$ cat src/rtl/cmult_acc_pkg.sv
// Shared definitions for the complex-product frame accumulator: FSM encoding,
// upstream multiplier latency and two's-complement saturation bounds.
package cmult_acc_pkg;

    typedef enum logic {
        ST_ACC  = 1'b0,
        ST_HOLD = 1'b1
    } state_t;

    localparam int CMULT_LAT = 5;
    localparam int SAMPLE_W  = 16;

    function automatic longint sat_max(input int w);
        return (longint'(1) << (w - 1)) - longint'(1);
    endfunction

    function automatic longint sat_min(input int w);
        return -(longint'(1) << (w - 1));
    endfunction

    localparam longint SAT_MAX = sat_max(SAMPLE_W);
    localparam longint SAT_MIN = sat_min(SAMPLE_W);

endpackage

$ cat src/rtl/cmult_acc_sat_clip.sv
// Narrows a signed accumulator value to OUT_W bits, clamping to the
// representable range and flagging when a clamp occurred.
module sat_clip
    import cmult_acc_pkg::*;
#(
    parameter int IN_W  = 24,
    parameter int OUT_W = 16
) (
    input  logic signed [IN_W-1:0]  i_val,
    output logic signed [OUT_W-1:0] o_val,
    output logic                    o_clip
);

    localparam logic signed [IN_W-1:0] HI = IN_W'(sat_max(OUT_W));
    localparam logic signed [IN_W-1:0] LO = IN_W'(sat_min(OUT_W));

    always_comb begin
        o_val  = i_val[OUT_W-1:0];
        o_clip = 1'b0;
        if (i_val > HI) begin
            o_val  = HI[OUT_W-1:0];
            o_clip = 1'b1;
        end else if (i_val < LO) begin
            o_val  = LO[OUT_W-1:0];
            o_clip = 1'b1;
        end
    end

endmodule

$ cat src/rtl/cmult_acc.sv
// Accumulates complex products over a frame and presents the saturated frame
// sum through a one-entry output register; the input side never stalls.
module cmult_acc
    import cmult_acc_pkg::*;
#(
    parameter int Q     = 8,
    parameter int N     = 16,
    parameter int G     = 8,
    parameter int CNT_W = 9
) (
    input  logic             clk,
    input  logic             rst_n,
    input  logic             in_valid,
    input  logic             in_last,
    input  logic [N-1:0]     in_pr,
    input  logic [N-1:0]     in_pi,
    output logic             out_valid,
    input  logic             out_ready,
    output logic [N-1:0]     out_sr,
    output logic [N-1:0]     out_si,
    output logic [CNT_W-1:0] out_cnt,
    output logic             out_sat,
    output logic             ovf
);

    localparam int ACC_W = N + G;
    localparam int INT_W = N - Q;

    state_t                  r_state;
    logic signed [ACC_W-1:0] r_acc_r;
    logic signed [ACC_W-1:0] r_acc_i;
    logic [CNT_W-1:0]        r_cnt;
    logic [N-1:0]            r_out_sr;
    logic [N-1:0]            r_out_si;
    logic [CNT_W-1:0]        r_out_cnt;
    logic                    r_out_sat;
    logic                    r_ovf;

    logic signed [ACC_W-1:0] w_sum_r;
    logic signed [ACC_W-1:0] w_sum_i;
    logic signed [N-1:0]     w_clip_r;
    logic signed [N-1:0]     w_clip_i;
    logic                    w_sat_r;
    logic                    w_sat_i;
    logic [CNT_W-1:0]        w_cnt_inc;
    logic                    w_last;
    logic                    w_wrap;
    logic                    w_load;
    logic                    w_drop;

    // Inputs are already in Q format, so they add straight in after sign extension.
    assign w_sum_r   = r_acc_r + ACC_W'(signed'(in_pr));
    assign w_sum_i   = r_acc_i + ACC_W'(signed'(in_pi));
    assign w_cnt_inc = r_cnt + CNT_W'(1);
    assign w_last    = in_valid && in_last;
    assign w_wrap    = in_valid && (&r_cnt);
    assign w_load    = w_last && ((r_state == ST_ACC) || out_ready);
    assign w_drop    = w_last && (r_state == ST_HOLD) && !out_ready;

    // Output width expressed as integer plus fractional bits of the sample format.
    sat_clip #(.IN_W(ACC_W), .OUT_W(INT_W + Q)) u_clip_r (
        .i_val  (w_sum_r),
        .o_val  (w_clip_r),
        .o_clip (w_sat_r)
    );

    sat_clip #(.IN_W(ACC_W), .OUT_W(INT_W + Q)) u_clip_i (
        .i_val  (w_sum_i),
        .o_val  (w_clip_i),
        .o_clip (w_sat_i)
    );

    always_ff @(posedge clk or negedge rst_n) begin
        if (!rst_n) begin
            r_state   <= ST_ACC;
            r_acc_r   <= '0;
            r_acc_i   <= '0;
            r_cnt     <= '0;
            r_out_sr  <= '0;
            r_out_si  <= '0;
            r_out_cnt <= '0;
            r_out_sat <= 1'b0;
            r_ovf     <= 1'b0;
        end else begin
            if (in_valid) begin
                if (in_last) begin
                    r_acc_r <= '0;
                    r_acc_i <= '0;
                    r_cnt   <= '0;
                end else begin
                    r_acc_r <= w_sum_r;
                    r_acc_i <= w_sum_i;
                    r_cnt   <= w_cnt_inc;
                end
            end
            if (w_load) begin
                r_out_sr  <= w_clip_r;
                r_out_si  <= w_clip_i;
                r_out_cnt <= w_cnt_inc;
                r_out_sat <= w_sat_r | w_sat_i;
            end
            // A result dropped while holding, or a counter wrap, is a sticky error.
            if (w_wrap || w_drop) begin
                r_ovf <= 1'b1;
            end
            case (r_state)
                ST_ACC:  if (w_last) r_state <= ST_HOLD;
                ST_HOLD: if (out_ready && !w_last) r_state <= ST_ACC;
                default: r_state <= ST_ACC;
            endcase
        end
    end

    assign out_valid = (r_state == ST_HOLD);
    assign out_sr    = r_out_sr;
    assign out_si    = r_out_si;
    assign out_cnt   = r_out_cnt;
    assign out_sat   = r_out_sat;
    assign ovf       = r_ovf;

endmodule

$ cat config.mk
export PLATFORM = sky130hd
export DESIGN_NAME = cmult_acc
export DESIGN_NICKNAME = d
export VERILOG_FILES = /design/src/rtl/cmult_acc_pkg.sv /design/src/rtl/cmult_acc_sat_clip.sv /design/src/rtl/cmult_acc.sv
export SDC_FILE = /design/constraint.sdc
export NUM_CORES = 1
export LEC_CHECK = 0
export ABC_CLOCK_PERIOD_IN_PS = 3200
export CORE_MARGIN = 1
export CORE_UTILIZATION = 50
export CTS_CLUSTER_DIAMETER = 200
export DETAILED_ROUTE_END_ITERATION = 12
export PLACE_DENSITY = 0.83
export SLEW_MARGIN = 20
export SYNTH_ARGS = -nofsm -noshare
export SYNTH_HDL_FRONTEND = slang
export SYNTH_HIERARCHICAL = 1
export SYNTH_SLANG_ARGS = --single-unit
$ cat constraint.sdc
create_clock -name clk -period 3.2 [get_ports clk]
set_input_delay 0.64 -clock clk [delete_from_list [all_inputs] [get_ports clk]]
set_output_delay 0.64 -clock clk [all_outputs]
set_load 0.01 [all_outputs]
### After elaboration in Yosys (flattened, before gate mapping)

Cells that the tools add are included.

* register bits after elaboration: 101
* output and inout bits: 44
* word-level logic and storage cells: 43

* add/sub/neg operators: 3
* $lt $le $gt $ge: 4
* multiplexer cells: 14
* bitwise gates (word level): 2
* reductions and logical operators: 11

Operator list (number)
* 16-bit two-way mux: 4
* 24-bit by 16-bit adder with 24-bit output: 2
* 24-bit by 16-bit > comparator with 1-bit output (second input constant): 2
* 24-bit by 16-bit less-than comparator with 1-bit output (second input constant): 2
* 24-bit two-way mux: 2
* 9-bit by 1-bit adder with 9-bit output (second input constant): 1
* 9-bit two-way mux: 1
* 9-bit AND reduction: 1
* 1-bit logical AND: 6
* 1-bit two-way mux: 6
* 1-bit zero test: 2
* 1-bit logical OR: 2
* 1-bit one-hot mux with 2 select lines: 1
* 1-bit NOT: 1
* 1-bit OR: 1

### Longest topological paths before layout

Gate-level depths: netlist (run 1).

* word-level depth: 5
* gate-level depth with buffers: 17
* gate-level depth less buffers: 15

### Modules after synthesis

Netlist (run 1), hierarchy kept.

By module, submodules not included
* cmult_acc: times used 1, cells each 609, area an instance 6217.2 um2, sequential area each 2527.4 um2
* sat_clip: times used 2, cells each 45, area an instance 300.3 um2, sequential area each 0.0 um2

### Worst setup path after synthesis (run 1)

Ideal clock, no wire load.

* path type: input to register
* from: input in_pr[0]
* to: register r_out_sr[10] (netlist: out_sr[10])
* setup time: 0.125 ns
* arrival: 3.374 ns
* slack: -0.298 ns
* cell stages on the path: 15
* cell sequence: ha_1 inv_1 fa_1 nor2b_1 o21ai_1 a21oi_1 o21ai_1 a31oi_1 a41oi_1 xnor2_1 nor4_1 nand2_1 buf_6 a2bb2oi_1 mux2_2

* longest elaborated chain between the ends: 4

RTL lines
* from (decl): line cmult_acc.sv:15 `input logic [N-1:0] in_pr,`
* 24-bit by 16-bit adder with 24-bit output *: line cmult_acc.sv:52 `assign w_sum_r = r_acc_r + ACC_W'(signed'(in_pr));`
* via w_sum_r[16]: line cmult_acc.sv:39 `logic signed [ACC_W-1:0] w_sum_r;`
* 24-bit by 16-bit less-than comparator with 1-bit output: line cmult_acc_sat_clip.sv:23 `end else if (i_val < LO) begin`
* 16-bit two-way mux: line cmult_acc_sat_clip.sv:23
* 16-bit two-way mux *: line cmult_acc_sat_clip.sv:20 `if (i_val > HI) begin`
* via w_clip_r[10]: line cmult_acc.sv:41 `logic signed [N-1:0] w_clip_r;`
* to (signal assigned): line cmult_acc.sv:97 `r_out_sr <= w_clip_r;`
* to (decl): line cmult_acc.sv:33 `logic [N-1:0] r_out_sr;`

Mark *: on every way through the listed nets, which the timed path passes. The rest lies on a longest branch.
A chain may end at the register's enable or synchronous reset.

### Worst setup path after layout (run 1)

* from: input in_pi[6]
* to: register r_out_si[1] (netlist: out_si[1])

* longest elaborated chain between the ends: 4

RTL lines
* from (decl): line cmult_acc.sv:16 `input logic [N-1:0] in_pi,`
* 24-bit by 16-bit adder with 24-bit output *: line cmult_acc.sv:53 `assign w_sum_i = r_acc_i + ACC_W'(signed'(in_pi));`
* via w_sum_i[23]: line cmult_acc.sv:40 `logic signed [ACC_W-1:0] w_sum_i;`
* 24-bit by 16-bit less-than comparator with 1-bit output: line cmult_acc_sat_clip.sv:23
* 16-bit two-way mux: line cmult_acc_sat_clip.sv:23
* 16-bit two-way mux *: line cmult_acc_sat_clip.sv:20
* via w_clip_i[1]: line cmult_acc.sv:42 `logic signed [N-1:0] w_clip_i;`
* to (signal assigned): line cmult_acc.sv:98 `r_out_si <= w_clip_i;`
* to (decl): line cmult_acc.sv:34 `logic [N-1:0] r_out_si;`

Marks and branches as above.

==> results of run 1 <==
==> cell usage after synthesis, types with 14 or more instances <==
library cell	count	area, µm²
a21o_1	24	180.2
a21oi_1	43	215.2
a22o_1	37	324.1
a2bb2oi_1	30	262.8
clkbuf_1	23	86.33
dfrtp_1	101	2527
ha_1	48	600.6
inv_1	16	60.06
mux2_2	34	382.9
nand2_1	31	116.4
nand3_1	43	215.2
nor2_1	41	153.9
nor2b_1	17	106.4
o21ai_0	28	140.1
xnor2_1	34	297.8
xor2_1	14	122.6
==> power by group through the flow <==
stage	registers [mW]	clock network [mW]	logic, mW
finish	2.19	1.19	8.36
global route	2.21	1.24	8.67
CTS	2.12	1.17	6.66
detailed placement	2.07	0	5.69
global placement	2.03	0	5.45
floorplan	2.10	0	3.21
==> metal layers <==
metal | vias up | global-route usage (%) | routed length [µm]
li1 | 3044 | - | -
met1 | 3704 | 40.79 | 10290
met2 | 605 | 59.87 | 13430
met3 | 221 | 6.902 | 2523
met4 | 0 | 18.04 | 2075
met5 | - | 0 | 0
==> worst min-delay path by stage <==
stage	slack, ns	end	depth (start not counted)	start
6_report	0.37	r_acc_i[7]	1	rst_n
5_1_grt	0.44	r_acc_i[7]	1	rst_n
4_1_cts	0.41	r_acc_i[7]	1	rst_n
3_5_place_dp	0.47	ovf	1	ovf
3_3_place_gp	0.47	ovf	1	ovf
2_1_floorplan	0.34	out_cnt[0]	0	rst_n
==> repair_timing <==
action                     4_1_cts  5_1_grt
cloned                           3        5
gates resized for setup        145       81
pin swaps                       60       62
setup buffers                   19       18
setup endpoints to repair       35       34
==> through the flow <==
step                      setup slack, ns  area [µm²]  std cells
final                             -0.3429       10610       1101
after CTS                         -0.2107        9985       1079
after detailed placement          -0.9599        8832       1042
after global routing              -0.4277       10610       1101
after global placement            -0.8562        8832       1042
after floorplan                   -0.1110        6974        699
==> cell families (layout without fill, tap and decap cells) <==
group	count (synthesis)	in the layout	synth area share, %
AND/OR/NAND/NOR	175	175	12.92
XOR/XNOR	49	49	6.405
adder cells (fa/ha/maj)	50	50	9.396
buffers and inverters	59	285	3.927
multiplexers	35	35	5.763
AO/OA/AOI/OAI	230	230	24.52
flip-flops	101	101	37.07
==> sequential cells by signal (all words and copies together), names as in the netlist <==
| signal | cells |
|---|---|
| out_si | 16 |
| out_sat | 1 |
| r_cnt | 9 |
| r_acc_r | 24 |
| out_valid | 1 |
| out_sr | 16 |
| ovf | 1 |
| r_acc_i | 24 |
| out_cnt | 9 |
==> final cells by class <==
type / instances / area, µm²
Tap cell: 176 / 220.2
Sequential cell: 101 / 2527
Multi-Input combinational cell: 539 / 5175
Timing Repair Buffer: 251 / 2312
Clock buffer: 10 / 239.0
Clock inverter: 6 / 66.31
Fill cell: 693 / 2688
Inverter: 18 / 67.56
==> results.cfg, run 1 <==
[global_routing]
first_global_vias = 7463
grt_pass1_wl_um = 38380
antenna_found_initial = 0
grt.total_usage_pct = 34.73
grt.overflow.total = 0
grt_max_degree = 60

[flow_run]
maxCapViolations = 0

[pwr]
clkPwrFrac_pct = 10.1
p_switching_mw = 4.929
power_frac_seq_pct = 18.6
power_per_cell_area_nw_per_um2 = 1107
leakage_nw = 4.706
fin_total_pwr_mw = 11.74
swShare_pct = 41.98
peakVddDrop_v = 0.0006602
p_comb_share_pct = 71.2
internal_power_mw = 6.812

[sta]
finalHoldViolCount = 0
rsz0062_at_grt = yes
slew_headroom_pct = 43.95
fin_crit_sh_pct = 110.7
skew_ns = 0.01684
setup_ws_ns = -0.3429
setup_violations = 33
tns_ns = -7.909
max_clock_freq_mhz = 282.3
slew_violations = 0
min_period_ns = 3.543
whs_ns = 0.3731
worst_pin_slew_ns = 0.8407

[critical_path]
worst-setup-path-type = input pin to register
ff2ff_path_depth = 15
critPathBufInv = 5
cp_slowest_cell = a221o_2
worst_r2r_endpoint = out_si[11]
crit_end = out_si[1]
required_ns = 3.45
cp-startpoint = in_pi[6]
reg2reg_slack_ns = -0.34
cp-end-kind = register
r2r_start = r_acc_i[0]
path_delay_family = compound AO/OA/AOI/OAI gates
crit_path_max_fanout = 4
arrival_ns = 3.79
cpPeakStageDelay_ns = 0.40
crit_cells = 15
crit_path_cell_trace = clkdlybuf4s15_1 -> ha_4 -> buf_4 -> nor2_1 -> o211a_1 -> o32ai_4 -> o31a_1 -> buf_6 -> a221o_2 -> xnor2_4 -> xnor2_2 -> buf_4 -> buf_6 -> a2bb2oi_2 -> mux2_4
crit_path_start_kind = input pin

[detailed_routing]
drc_errors = 0
drtAntennaViolNets = 0
vias_per_cell = 6.879
wl_per_cell_um = 25.72
dr.pass1.iters = 5
drtIter0Drc = 782
wirelength_um = 28320
vias = 7574

[die]
num_rows = 42
die_h_um = 118.8
core_um2 = 13300
start_util_pct = 51.28
die_width_um = 118.8
die_area_um2 = 14110
io_pins = 81

[clock_network]
cts_root_buffer = clkbuf_16
htreeDepth = 3
cts.sinks = 101
cts_hold_buf = 0
numCtsBuffers = 9
clk_pin_slew_ns = 0.09
cts_tree = yes
clockBufferDepth = 2
clkLatencyLatePin_ns = 0.37

[yosys]
ys_ff_latch = 101
synth_edf_count = 0
ys.flop_type = dfrtp_1
synth_nets = 786
synth_area_um2 = 6818
ys_seq_area_share_pct = 37.07
syn_avg_cell_area_um2 = 9.754
synth_cell_types = 63
yosysWarnings = 6
async_reset_ff_share_pct = 100.0
synth_cells = 699

[placement]
portBuffers = 80
finalWeightedCongestion = 0.9117
hpwl_um = 13850

[finish]
final_common_cell = buf_4
final_layout_size_suffix_gt1_share_pct = 41.84
layout_common_cells = buf_4, dfrtp_1, clkdlybuf4s50_1
areaGrowthSynthToFinish_pct = 55.59
final_nets = 1007
final_util_pct = 79.79
diodes = 0

[run_status]
violations = negative setup slack
status = finished, violations left

[hold_path]
hold_class = input pin to asynchronous set/reset pin
Power figures use the tool's default switching activity.
==> run 2: changes to the inputs <==
- ABC_CLOCK_PERIOD_IN_PS: 3200 -> 4200
- PLACE_DENSITY: 0.83 -> 0.81
- SLEW_MARGIN: 20 -> 0
- clock period: 3.2 -> 4.2 ns (I/O delays scaled with it)
==> run 2 against run 1 <==
The flow now finishes without violations. Clock power down 30%. Register-to-register slack better by 1.1 ns. Sequential share of layout area rose by 6.5 points. Final cell count is 12% lower. Worst setup slack improved by 0.49 ns. Largest cell class unchanged. Highest routed layer unchanged. Non-clock buffer count shrank 129. First-iteration DRC count down 47%. Hold slack better by 0.13 ns. Critical path depth grew 2. Routed wire length decreased by 37%. Final area decreased by 22%. Count of clock-buffer cells in the layout is 1 lower.
==> results.cfg, run 2 (synthesis gave the netlist of run 1 again) <==
[run_status]
status = finished clean

[finish]
diodes = 0
final_layout_size_suffix_gt1_share_pct = 14.82
areaGrowthSynthToFinish_pct = 22.10
final_nets = 878
top_regs = r_acc_i: 24 flops, r_acc_r: 24 flops
final_area_um2 = 8324
final_common_cell = dfrtp_1
layout_common_cells = dfrtp_1, clkdlybuf4s50_1, ha_1

[detailed_routing]
wl_per_cell_um = 18.25
drtIter0Drc = 418
dr.pass1.iters = 4
vias_per_cell = 6.122
vias = 5951
wirelength_um = 17740
drtAntennaViolNets = 0
drc_errors = 0

[sta]
rsz0062_at_grt = no
slew_headroom_pct = 30.00
slew_violations = 0
setup_violations = 0
setup_ws_ns = 0.1447
min_period_ns = 4.055
finalHoldViolCount = 0
worst_pin_slew_ns = 1.050
whs_ns = 0.5066
max_clock_freq_mhz = 246.6
skew_ns = 0.01075
fin_crit_sh_pct = 96.55

[global_routing]
met2_usage_pct = 44.30
first_global_vias = 5988
grt_max_degree = 83
grt.overflow.total = 0
grt_use_met3_pct = 5.116
grt_pass1_wl_um = 28900
antenna_found_initial = 0
grt_util_met1_pct = 30.07
grt.total_usage_pct = 25.54
grt_busiest_layer = met2

[hold_path]
hold_class = register to register

[critical_path]
required_ns = 4.49
cp-end-kind = register
path_delay_family = simple AND/OR/NAND/NOR gates
arrival_ns = 4.35
critPathBufInv = 4
worst-setup-path-type = input pin to register
crit_path_cell_trace = clkdlybuf4s50_1 -> ha_2 -> inv_1 -> fa_1 -> nor2b_1 -> o21ai_2 -> a211oi_2 -> buf_4 -> or4_1 -> a31o_2 -> a21oi_2 -> xnor2_1 -> and4_4 -> buf_12 -> nand3_1 -> a2bb2oi_1 -> mux2_2
cp_slowest_cell = or4_1
crit_path_start_kind = input pin
crit_path_max_fanout = 15
cpPeakStageDelay_ns = 0.50

[die]
core_um2 = 13300
die_area_um2 = 14110
num_rows = 42
die_h_um = 118.8
start_util_pct = 51.28
io_pins = 81
die_width_um = 118.8

[placement]
place_area_um2 = 8011
pre_cts_slack_ns = -0.2924
hpwl_um = 12500
finalWeightedCongestion = 0.9604
portBuffers = 80

[clock_network]
cts_tree = yes
clockBufferDepth = 2
cts_root_buffer = clkbuf_16
htreeDepth = 3
clkLatencyLatePin_ns = 0.36
cts.sinks = 101
numCtsBuffers = 9
clk_pin_slew_ns = 0.07
cts_setup_buffers = 0

[pwr]
leakage_nw = 3.746
power_per_cell_area_nw_per_um2 = 738.2
peakVddDrop_v = 0.0004221

[flow_run]
maxCapViolations = 0
==> run 2: cell types whose count changed in the layout (fill, tap and decap cells not counted), sizes merged <==
cell / delta
buf: -127
clkdlybuf4s50: +28
dlygate4sd2: -19
clkbuf: -7
clkdlybuf4s15: -4
bufbuf: -1
bufinv: -1
clkinv: +1
clkinvlp: +1
==> run 2: where the power goes <==
part           leakage (nW)  internal, mW  switching [mW]  total (mW)
clock                 0.143         0.418           0.416       0.833
combinational          2.34          1.84            1.92        3.76
sequential             1.26          1.33           0.224        1.56
==> run 2: final timing paths <==
kind                             from    endpoint  slack (ns)  cells after the start
min reg2reg                       ovf         ovf        0.51                      1
min                               ovf         ovf        0.51                      1
max                          in_pi[0]  out_si[11]        0.14                     17
max reg2reg                r_acc_i[0]  out_si[11]        0.73                     16
min in group asynchronous       rst_n  r_acc_i[6]        0.66                      1
max in group asynchronous       rst_n  out_cnt[7]        2.64                      2
==> run 2: repair_timing <==
action | CTS | global route
gates resized for setup | 0 | 7
endpoints found under the setup margin | 0 | 16
hold buffers | 0 | 0
==> run 2: layout make-up <==
class | instances | area [µm²]
clock buffer | 9 | 225.2
multi-input combinational | 539 | 4051
clock inverter | 7 | 68.82
timing repair buffer | 122 | 1164
tap | 176 | 220.2
sequential | 101 | 2527
inverter | 18 | 67.56
fill | 1063 | 4971
==> run 2: routing by layer <==
metal / vias up / wire length (µm)
met5: - / 0
met4: 0 / 694
met3: 45 / 877
met2: 197 / 8782
met1: 2912 / 7382
li1: 2797 / -
==> run 2: worst register-to-register path, stage by stage, from the launching register on <==
cell	delay, ns
dfrtp_1	0.39
ha_2	0.19
inv_1	0.06
fa_1	0.18
nor2b_1	0.06
o21ai_2	0.16
a211oi_2	0.10
buf_4	0.16
or4_1	0.50
a31o_2	0.27
a21oi_2	0.14
xnor2_1	0.19
and4_4	0.30
buf_12	0.14
nand3_1	0.11
a2bb2oi_1	0.25
mux2_2	0.20
==> run 2: stage by stage <==
stage / power, mW / setup TNS (ns) / cells / util, %
3_3_place_gp: 5.068 / -3.220 / 956 / 60.26
3_5_place_dp: 5.217 / -3.538 / 956 / 60.26
4_1_cts: 6.095 / 0 / 972 / 62.47
2_1_floorplan: 3.910 / 0 / 699 / -
6_report: 6.145 / 0 / 972 / 62.61
5_1_grt: 6.521 / 0 / 972 / 62.61
==> run 3: changes to the inputs <==
- ABC_CLOCK_PERIOD_IN_PS: 4200 -> default
==> results of run 3 <==
The final DEF is identical to that of run 2; final timing and power are the same.
